`src/rtl/xor_bit_deserializer.sv`:
```
// Packs a valid-qualified serial bit stream into WIDTH-bit words with even parity,
// presented through a one-entry valid/ready buffer with a sticky overrun flag.
module xor_bit_deserializer #(
  parameter int unsigned WIDTH     = 8,
  parameter bit          MSB_FIRST = 1'b1,
  localparam int unsigned CW       = $clog2(WIDTH + 1)
) (
  input  logic             clk,
  input  logic             rst_n,
  input  logic             bit_in,
  input  logic             bit_valid,
  input  logic             word_ready,
  input  logic             overrun_clr,
  output logic [WIDTH-1:0] word_out,
  output logic             parity_out,
  output logic             word_valid,
  output logic [CW-1:0]    bit_count,
  output logic             overrun
);

  typedef enum logic {EMPTY, FULL} state_t;

  state_t           state_q, state_d;
  logic [WIDTH-1:0] shreg_q, shreg_d;
  logic             par_q, par_d;
  logic [CW-1:0]    cnt_q, cnt_d;
  logic [WIDTH-1:0] word_q, word_d;
  logic             parity_q, parity_d;
  logic             ovr_q, ovr_d;

  logic [WIDTH-1:0] shifted;
  logic             complete;
  logic             load;

  // State register
  always_ff @(posedge clk) begin
    if (!rst_n) begin
      state_q  <= EMPTY;
      shreg_q  <= '0;
      par_q    <= 1'b0;
      cnt_q    <= '0;
      word_q   <= '0;
      parity_q <= 1'b0;
      ovr_q    <= 1'b0;
    end else begin
      state_q  <= state_d;
      shreg_q  <= shreg_d;
      par_q    <= par_d;
      cnt_q    <= cnt_d;
      word_q   <= word_d;
      parity_q <= parity_d;
      ovr_q    <= ovr_d;
    end
  end

  // Collection, buffer load and next-state logic
  always_comb begin
    state_d  = state_q;
    shreg_d  = shreg_q;
    par_d    = par_q;
    cnt_d    = cnt_q;
    word_d   = word_q;
    parity_d = parity_q;
    ovr_d    = ovr_q;

    shifted  = MSB_FIRST ? {shreg_q[WIDTH-2:0], bit_in} : {bit_in, shreg_q[WIDTH-1:1]};
    complete = bit_valid && (cnt_q == CW'(WIDTH - 1));
    // A completed word is buffered if the slot is free or being drained this edge
    load     = complete && ((state_q == EMPTY) || word_ready);

    if (bit_valid) begin
      if (complete) begin
        shreg_d = '0;
        par_d   = 1'b0;
        cnt_d   = '0;
      end else begin
        shreg_d = shifted;
        par_d   = par_q ^ bit_in;
        cnt_d   = cnt_q + CW'(1);
      end
    end

    if (load) begin
      word_d   = shifted;
      parity_d = par_q ^ bit_in;
    end

    case (state_q)
      EMPTY: if (complete) state_d = FULL;
      FULL:  if (!complete && word_ready) state_d = EMPTY;
      default: state_d = EMPTY;
    endcase

    // A drop on the same edge as a clear keeps the flag set
    if (overrun_clr) ovr_d = 1'b0;
    if (complete && !load) ovr_d = 1'b1;
  end

  assign word_out   = word_q;
  assign parity_out = parity_q;
  assign word_valid = (state_q == FULL);
  assign bit_count  = cnt_q;
  assign overrun    = ovr_q;

endmodule

```
`config.mk`:
```
export PLATFORM = sky130hd
export DESIGN_NAME = xor_bit_deserializer
export DESIGN_NICKNAME = d
export VERILOG_FILES = /design/src/rtl/xor_bit_deserializer.sv
export SDC_FILE = /design/constraint.sdc
export NUM_CORES = 1
export LEC_CHECK = 0
export BUFFER_PORTS_ARGS = -buffer_cell sky130_fd_sc_hd__clkbuf_2
export CAP_MARGIN = 10
export CORE_AREA = 2 2 47 49
export DETAILED_ROUTE_END_ITERATION = 8
export DIE_AREA = 0 0 49 51
export MAX_ROUTING_LAYER = met4
export PLACE_DENSITY = 0.82
export SLEW_MARGIN = 25
export SYNTH_ARGS = -nofsm -noshare
export SYNTH_HDL_FRONTEND = slang
export SYNTH_SLANG_ARGS = --single-unit
```
`constraint.sdc`:
```
create_clock -name clk -period 1.8 [get_ports clk]
set_input_delay 0.45 -clock clk [delete_from_list [all_inputs] [get_ports clk]]
set_output_delay 0.45 -clock clk [all_outputs]
set_load 0.01 [all_outputs]
```
# Word-level counts from Yosys, hierarchy flattened
# Index checks and enable logic that the tools add are counted.
[word_totals] register_bits=23
[classes] reduce_logical=8 addsub=1 n_bitwise=2 muxes=8 eq_ne=1
[op_table] operator="$mux W7" n=1
[op_table] operator="$mux W1" n=5
[op_table] operator="$add A4 B1 Y4 const B" n=1
[op_table] operator="$eq A4 B3 Y1 const B" n=1
[op_table] operator="$logic_and A1 B1 Y1" n=4
[op_table] operator="$mux W4" n=1
[op_table] operator="$logic_not A1 Y1" n=2
[op_table] operator="$pmux W1 S2" n=1
[op_table] operator="$reduce_bool A2 Y1" n=1
[op_table] operator="$logic_or A1 B1 Y1" n=1
[op_table] operator="$not A1 Y1" n=1
[op_table] operator="$xor A1 B1 Y1" n=1

# Depth between registers and ports, before layout
# Gate-level depths: netlist of run 1.
[logic_depth] ltp_word=6 ltp_mapped=5 depth_no_buf=4

# Least setup slack after synthesis of run 1
# OpenSTA, ideal clock, no wires.
[synth_path] path_kind="flip-flop to flip-flop" start="register cnt_q[0] (netlist: bit_count[0])" end="register parity_q (netlist: parity_out)" t_arrival_ps=1258 path_stages_with_launch=6 setup_ps=72 slack_ps=471 cell_sequence="dfxtp_1 -> ha_1 -> nand4b_2 -> nor2b_2 -> buf_6 -> mux2i_1"
[synth_via] elab_chain_len=3
[synth_rtl] element="start, declared" line_no="26" rtl="logic [CW-1:0] cnt_q, cnt_d;"
[synth_rtl] element="start signal, assigned" line_no="49" rtl="cnt_q <= cnt_d;"
[synth_rtl] element="$eq A4 B3 Y1" line_no="67" rtl="complete = bit_valid && (cnt_q == CW'(WIDTH - 1));"
[synth_rtl] element="$logic_and A1 B1 Y1" line_no="67"
[synth_rtl] element="$logic_and A1 B1 Y1" line_no="69" rtl="load = complete && ((state_q == EMPTY) || word_ready);"
[synth_rtl] element="end signal, assigned" line_no="51" rtl="parity_q <= parity_d;"
[synth_rtl] element="end, declared" line_no="28" rtl="logic parity_q, parity_d;"
# No other way between the ends.
# A chain may end at the register's enable or synchronous reset.

# Worst setup path in the final report of run 1
[layout_path] start="register cnt_q[0] (netlist: bit_count[0])" end="register word_q[3] (netlist: word_out[3])"
[layout_via] elab_chain_len=3
[layout_rtl] element="$eq A4 B3 Y1" line_no="67"
[layout_rtl] element="$logic_and A1 B1 Y1" line_no="67"
[layout_rtl] element="$logic_and A1 B1 Y1" line_no="69"
[layout_rtl] element="end signal, assigned" line_no="50" rtl="word_q <= word_d;"
[layout_rtl] element="end, declared" line_no="27" rtl="logic [WIDTH-1:0] word_q, word_d;"
# No other way between the ends.

==> reports/results.ini, run 1 <==
[drt]
route.detailed.drc = 0
wl_per_cell_um = 10.8
totalWireLength_um = 1620
detail-route-antenna-nets = 0
top_layer = met4
met1Wirelength_um = 800
drt_iter0_drc = 10
vias_per_cell = 4.91
route.vias.total = 737
wl_met2_um = 754
wl_met3_um = 56
drtPass1Iterations = 3

[floorplan]
start_util_pct = 48.0
ios = 21
core_um2 = 2060
die_area_um2 = 2500
die_y_um = 51
die_x_um = 49
rows = 17

[layout]
final_common_cell = dfxtp_1
num_antenna_cells = 0
nets = 130
multi_input_area_um2 = 488
synthToLayoutAreaGrowth_pct = 14.0
fillCellCount = 199
layout_common_cells = dfxtp_1 (23), nand2_1 (21), clkbuf_2 (20), mux2i_1 (10), a21boi_1 (9)
register_area_um2 = 460
stdcell_area_um2 = 1130
drive_above_1_share_pct = 28.7

[yosys]
synth.area.top_cells = dfxtp_1 (46%), mux2i_1 (10%), nand2_1 (8.0%)
synth_top_area_share_pct = 46.5
yosysWarnings = 0
yosysUniqueCellTypes = 24
syn_area_per_cell_um2 = 9.72
syn_nets = 109
ys_seq_elements = 23
yosysTopAreaCell = dfxtp_1
syn-cell-area_um2 = 991
synthCells = 102
ys_seq_area_share_pct = 46.5

[setup_path]
crit_path_end_kind = flop
path_max_fanout = 9
crit_required_ns = 2.04
crit_arrival_ns = 1.70
critPathKind = flop to flop
startpoint_type = flop
r2r_slack_ns = 0.34

[sta]
setup_viol = 0
fmax_mhz = 686
fin_worst_skew_ns = 0.00182
slew_headroom_pct = 63.1
fin_crit_sh_pct = 81.0
finalHoldViolCount = 0
slew_violations = 0
min_period_ns = 1.46
setup-tns-final_ns = 0
rsz0062_at_grt = no
worst_pin_slew_ns = 0.554

[clock_network]
clock-sinks = 23
clk_latency_ns = 0.30
cts_tree = yes
htree_levels = 1
cts_buffer_depth = 2
ctsResizeCount = 0
cts_root_buf = clkbuf_4
cts_inserted_buffers = 3
path_clk_slew_ns = 0.12
cts_hold_buf = 0
postCtsSetupRepairBufs = 0

[outcome]
run_status = finished, final reports clean

[grt]
track_usage_pct = 14.8
first_global_vias = 686
overflow = 0
grt_max_degree = 33
grt_pass1_wl_um = 2810
antenna_found_initial = 0

[placement]
dpl.hpwl_um = 1110
place_congestion = 0.674
place_area_um2 = 1100
port_buffers = 20

[pwr]
cellPowerDensity_nw_per_um2 = 723
peakVddDrop_mv = 0.445
p_leak_nw = 0.449

[min_path]
hold_class = primary input to flop

[run]
cap_violations = 0

==> routing by layer <==
layer | vias to the layer above | track usage [%]
met5 | - | -
met4 | 0 | 7.14
met3 | 2 | 1.75
met2 | 13 | 25.6
met1 | 340 | 17.2
li1 | 382 | -
==> worst max-delay path: stages, from the launching register on <==
cell and delay, ns:
dfxtp_1 0.43, ha_1 0.24, nand4b_2 0.18, nor2b_2 0.14
buf_4 0.21, mux2i_1 0.19
==> through the flow <==
step	hold WS [ns]	utilization (%)	setup slack [ns]	instances	power (mW)
global placement	0.446	53.4	0.424	146	0.592
finish	0.429	54.8	0.342	150	0.817
global route	0.430	54.8	0.189	150	0.855
floorplan	0.438	-	0.471	102	0.577
CTS	0.420	54.8	0.327	150	0.829
detailed placement	0.447	53.4	0.357	146	0.594
==> final timing paths <==
kind	startpoint	end	cells after the start
max	bit_count[0]	word_out[3]	5
min	bit_in	word_out[0]	3
max reg2reg	bit_count[0]	word_out[3]	5
min reg2reg	word_out[1]	word_out[1]	2
==> power breakdown <==
part	internal (mW)	switching (mW)	total [mW]
Clock	0.0829	0.152	0.234
Combinational	0.0276	0.0296	0.0571
Sequential	0.517	0.00866	0.526
Total	0.628	0.190	0.817
==> kinds of logic (layout without fill, tap and decap cells) <==
family | count (synthesis) | in the layout | synth area share (%)
multiplexers | 10 | 10 | 10.1
adder cells (fa/ha/maj) | 1 | 1 | 1.26
flip-flops | 23 | 23 | 46.5
AO/OA/AOI/OAI | 11 | 11 | 8.21
AND/OR/NAND/NOR | 47 | 47 | 27.0
buffers and inverters | 7 | 27 | 4.29
XOR/XNOR | 3 | 3 | 2.65
==> cells in the mapped netlist (all sizes together) <==
library cell	count
dfxtp	23
nand2	21
a21boi	10
mux2i	10
nand2b	9
nand3	7
buf	3
clkbuf	3
and2	2
nand3b	2
nor2b	2
xnor2	2
and3	1
ha	1
inv	1
nand4	1
nand4b	1
o22ai	1
or3	1
xor2	1
==> flip-flops by register name, summed over array words and instances (netlist names) <==
signal and flops:
shreg_q 7, parity_out 1, par_q 1, word_out 8, word_valid 1, bit_count 4
overrun 1
==> layout make-up <==
| cell class | count | area share, % |
|---|---|---|
| Sequential cell | 23 | 40.8 |
| Inverter | 1 | 0.332 |
| Clock buffer | 3 | 1.99 |
| Multi-Input combinational cell | 72 | 43.2 |
| Tap cell | 28 | 3.10 |
| Timing Repair Buffer | 22 | 10.2 |
| Clock inverter | 1 | 0.443 |
No activity file was read; power rests on OpenSTA's default activity.
==> inputs of run 2 (changes only) <==
- CORE_AREA: 2 2 47 49 -> 2 2 49 51
- DIE_AREA: 0 0 49 51 -> 0 0 51 53
- PLACE_DENSITY: 0.82 -> 0.8
- clock period: 1.8 -> 1.3 ns (I/O delays scaled with it)
==> run 2 against run 1 <==
Against the previous run: global-route usage fell by 0.45 points; clock skew rose by 0.0063 ns; setup slack got worse by 0.28 ns; sequential cell count did not move; die area rose by 8.2%; sequential power rose by 38%; design area rose by 5.8%; critical endpoint is now bit_count[0].
==> reports/results.ini, run 2 (same netlist as run 1, synthesis figures left out) <==
[floorplan]
rows = 17  ; unchanged
start_util_pct = 46.1  ; -1.9 points
die_y_um = 53  ; +3.9%
core_um2 = 2150  ; +4.1%
die_x_um = 51  ; +4.1%
ios = 21  ; unchanged
die_area_um2 = 2700  ; +8.2%

[pwr]
pwr-share-clk_pct = 28.2  ; -0.5 points
power_frac_comb_pct = 8.1  ; +1.1 points
peakVddDrop_mv = 0.435  ; -2.2%
seqPwrFrac_pct = 63.7  ; -0.6 points
switching_share_pct = 23.0  ; -0.23 points
internal_power_mw = 0.881  ; +40%
cellPowerDensity_nw_per_um2 = 957  ; +32%
p_leak_nw = 0.472  ; +5.2%
switching_power_mw = 0.263  ; +39%

[run]
cap_violations = 0  ; unchanged

[drt]
drtPass1Iterations = 6  ; +3
wl_met2_um = 799  ; +6.0%
route.vias.total = 729  ; -1.1%
totalWireLength_um = 1690  ; +4.3%
wl_met3_um = 72  ; +29%
drt_iter0_drc = 13  ; +3
vias_per_cell = 4.73  ; -3.7%
wl_per_cell_um = 11.0  ; +1.6%
top_layer = met3
detail-route-antenna-nets = 0  ; unchanged
met1Wirelength_um = 821  ; +2.6%
route.detailed.drc = 0  ; unchanged

[setup_path]
startpoint_type = flop
crit_chain = buf_6 -> clkbuf_2
max_stage_delay_ns = 0.38  ; -0.05 ns
path_max_fanout = 4  ; -5
critPathKind = flop to output pin
crit_family = flip-flops
slowest_stage = dfxtp_4
crit_required_ns = 0.98  ; -1.06 ns
crit_arrival_ns = 0.91  ; -0.79 ns
crit_path_end_kind = output pin
crit_buf_inv = 2  ; +1

[clock_network]
cts_tree = yes
cts_root_buf = clkbuf_4
cts_buffer_depth = 2  ; unchanged
cts_inserted_buffers = 3  ; unchanged
htree_levels = 1  ; unchanged
clk_latency_ns = 0.31  ; about the same
path_clk_slew_ns = 0.12  ; about the same
clock-sinks = 23  ; unchanged

[layout]
fillCellCount = 179  ; -10%
stdcell_area_um2 = 1190  ; +5.8%
nets = 134  ; +3.1%
drive_above_1_share_pct = 34.1  ; +5.4 points
largest_reg_flops = 8  ; unchanged
register_area_um2 = 467  ; +1.4%
final_common_cell = nand2_1
multi_input_area_um2 = 500  ; +2.6%
synthToLayoutAreaGrowth_pct = 20.6
layout_common_cells = nand2_1 (21), dfxtp_1 (20), clkbuf_2 (20), mux2i_1 (10), a21boi_1 (9)
num_antenna_cells = 0  ; unchanged

[sta]
rsz0062_at_grt = no
setup_viol = 0  ; unchanged
hold-worst-slack_ns = 0.296  ; -0.133 ns
finalHoldViolCount = 0  ; unchanged
min_period_ns = 1.24
worst_pin_slew_ns = 0.513  ; -0.0410 ns
slew_headroom_pct = 65.8  ; +2.7 points
setup-tns-final_ns = 0  ; unchanged
fmax_mhz = 807
fin_crit_sh_pct = 95.3
slew_violations = 0  ; unchanged
fin_worst_skew_ns = 0.00810  ; +0.00628 ns

[grt]
grt_pass1_wl_um = 2850  ; +1.5%
first_global_vias = 655  ; -4.5%
track_usage_pct = 14.3  ; -0.45 points
grt_max_degree = 33  ; unchanged
overflow = 0  ; unchanged
antenna_found_initial = 0  ; unchanged

[placement]
place_area_um2 = 1130  ; +3.0%
port_buffers = 20  ; unchanged
dpl.hpwl_um = 1170  ; +5.3%
place_congestion = 0.666  ; -1.1%

[min_path]
hold_class = primary input to flop

[outcome]
run_status = finished, final reports clean

[run 2: changes by cell type in the layout (fill, tap and decap cells not counted), sizes merged]
| cell | before | now |
|---|---|---|
| buf | 2 | 6 |
[run 2: worst paths after layout]
path                              startpoint            to  slack, ns  cells after the start
worst max-delay path            bit_count[0]  bit_count[0]       0.06                      2
worst min-delay path                  bit_in   word_out[0]       0.30                      3
worst max register to register  bit_count[0]   word_out[4]       0.08                      5
worst min register to register   word_out[0]   word_out[0]       0.47                      2
[run 2: per-stage QoR]
stage | cells | util, % | worst slack (ns) | power, mW
after floorplan | 102 | - | 0.0541 | 0.801
after global placement | 148 | 52.8 | 0.0631 | 0.824
after detailed placement | 148 | 52.8 | 0.0228 | 0.825
after CTS | 154 | 54.8 | 0.0125 | 1.15
after global routing | 154 | 55.6 | 0.00596 | 1.20
final | 154 | 55.6 | 0.0611 | 1.14
[run 2: power groups by stage]
stage	Combinational [mW]	Clock, mW	Sequential (mW)
after floorplan	0.0557	0	0.745
after global placement	0.0814	0	0.742
after detailed placement	0.0820	0	0.743
after CTS	0.0895	0.336	0.726
after global routing	0.103	0.369	0.731
final	0.0928	0.322	0.728
[run 2: final cells by class]
cell class	count	share of cell area, %
inverters	1	0.314
clock inverters	1	0.419
multi-input cells	72	41.9
clock buffers	3	1.88
flip-flops and latches	23	39.1
repair buffers	26	13.5
well taps	28	2.93
[run 2: worst reg2reg max path: cells and delay by family, from the launching register on]
family                     cells  cell delay [ns]
adders and majority gates      1             0.15
and+or+nand+nor                2             0.28
buffers and inverters          1             0.15
DFF                            1             0.39
muxes                          1             0.19
[run 2: timing repair]
item                       CTS  global route
setup buffers                2             0
hold buffers                 0             0
gates cloned                 0             0
resized for setup            0             4
setup endpoints to repair    2             9
[run 2: routing by layer]
metal,global-route usage (%),up-vias
li1,-,387
met1,17.2,324
met2,23.4,18
met3,3.39,0
met4,5.41,0
met5,-,-
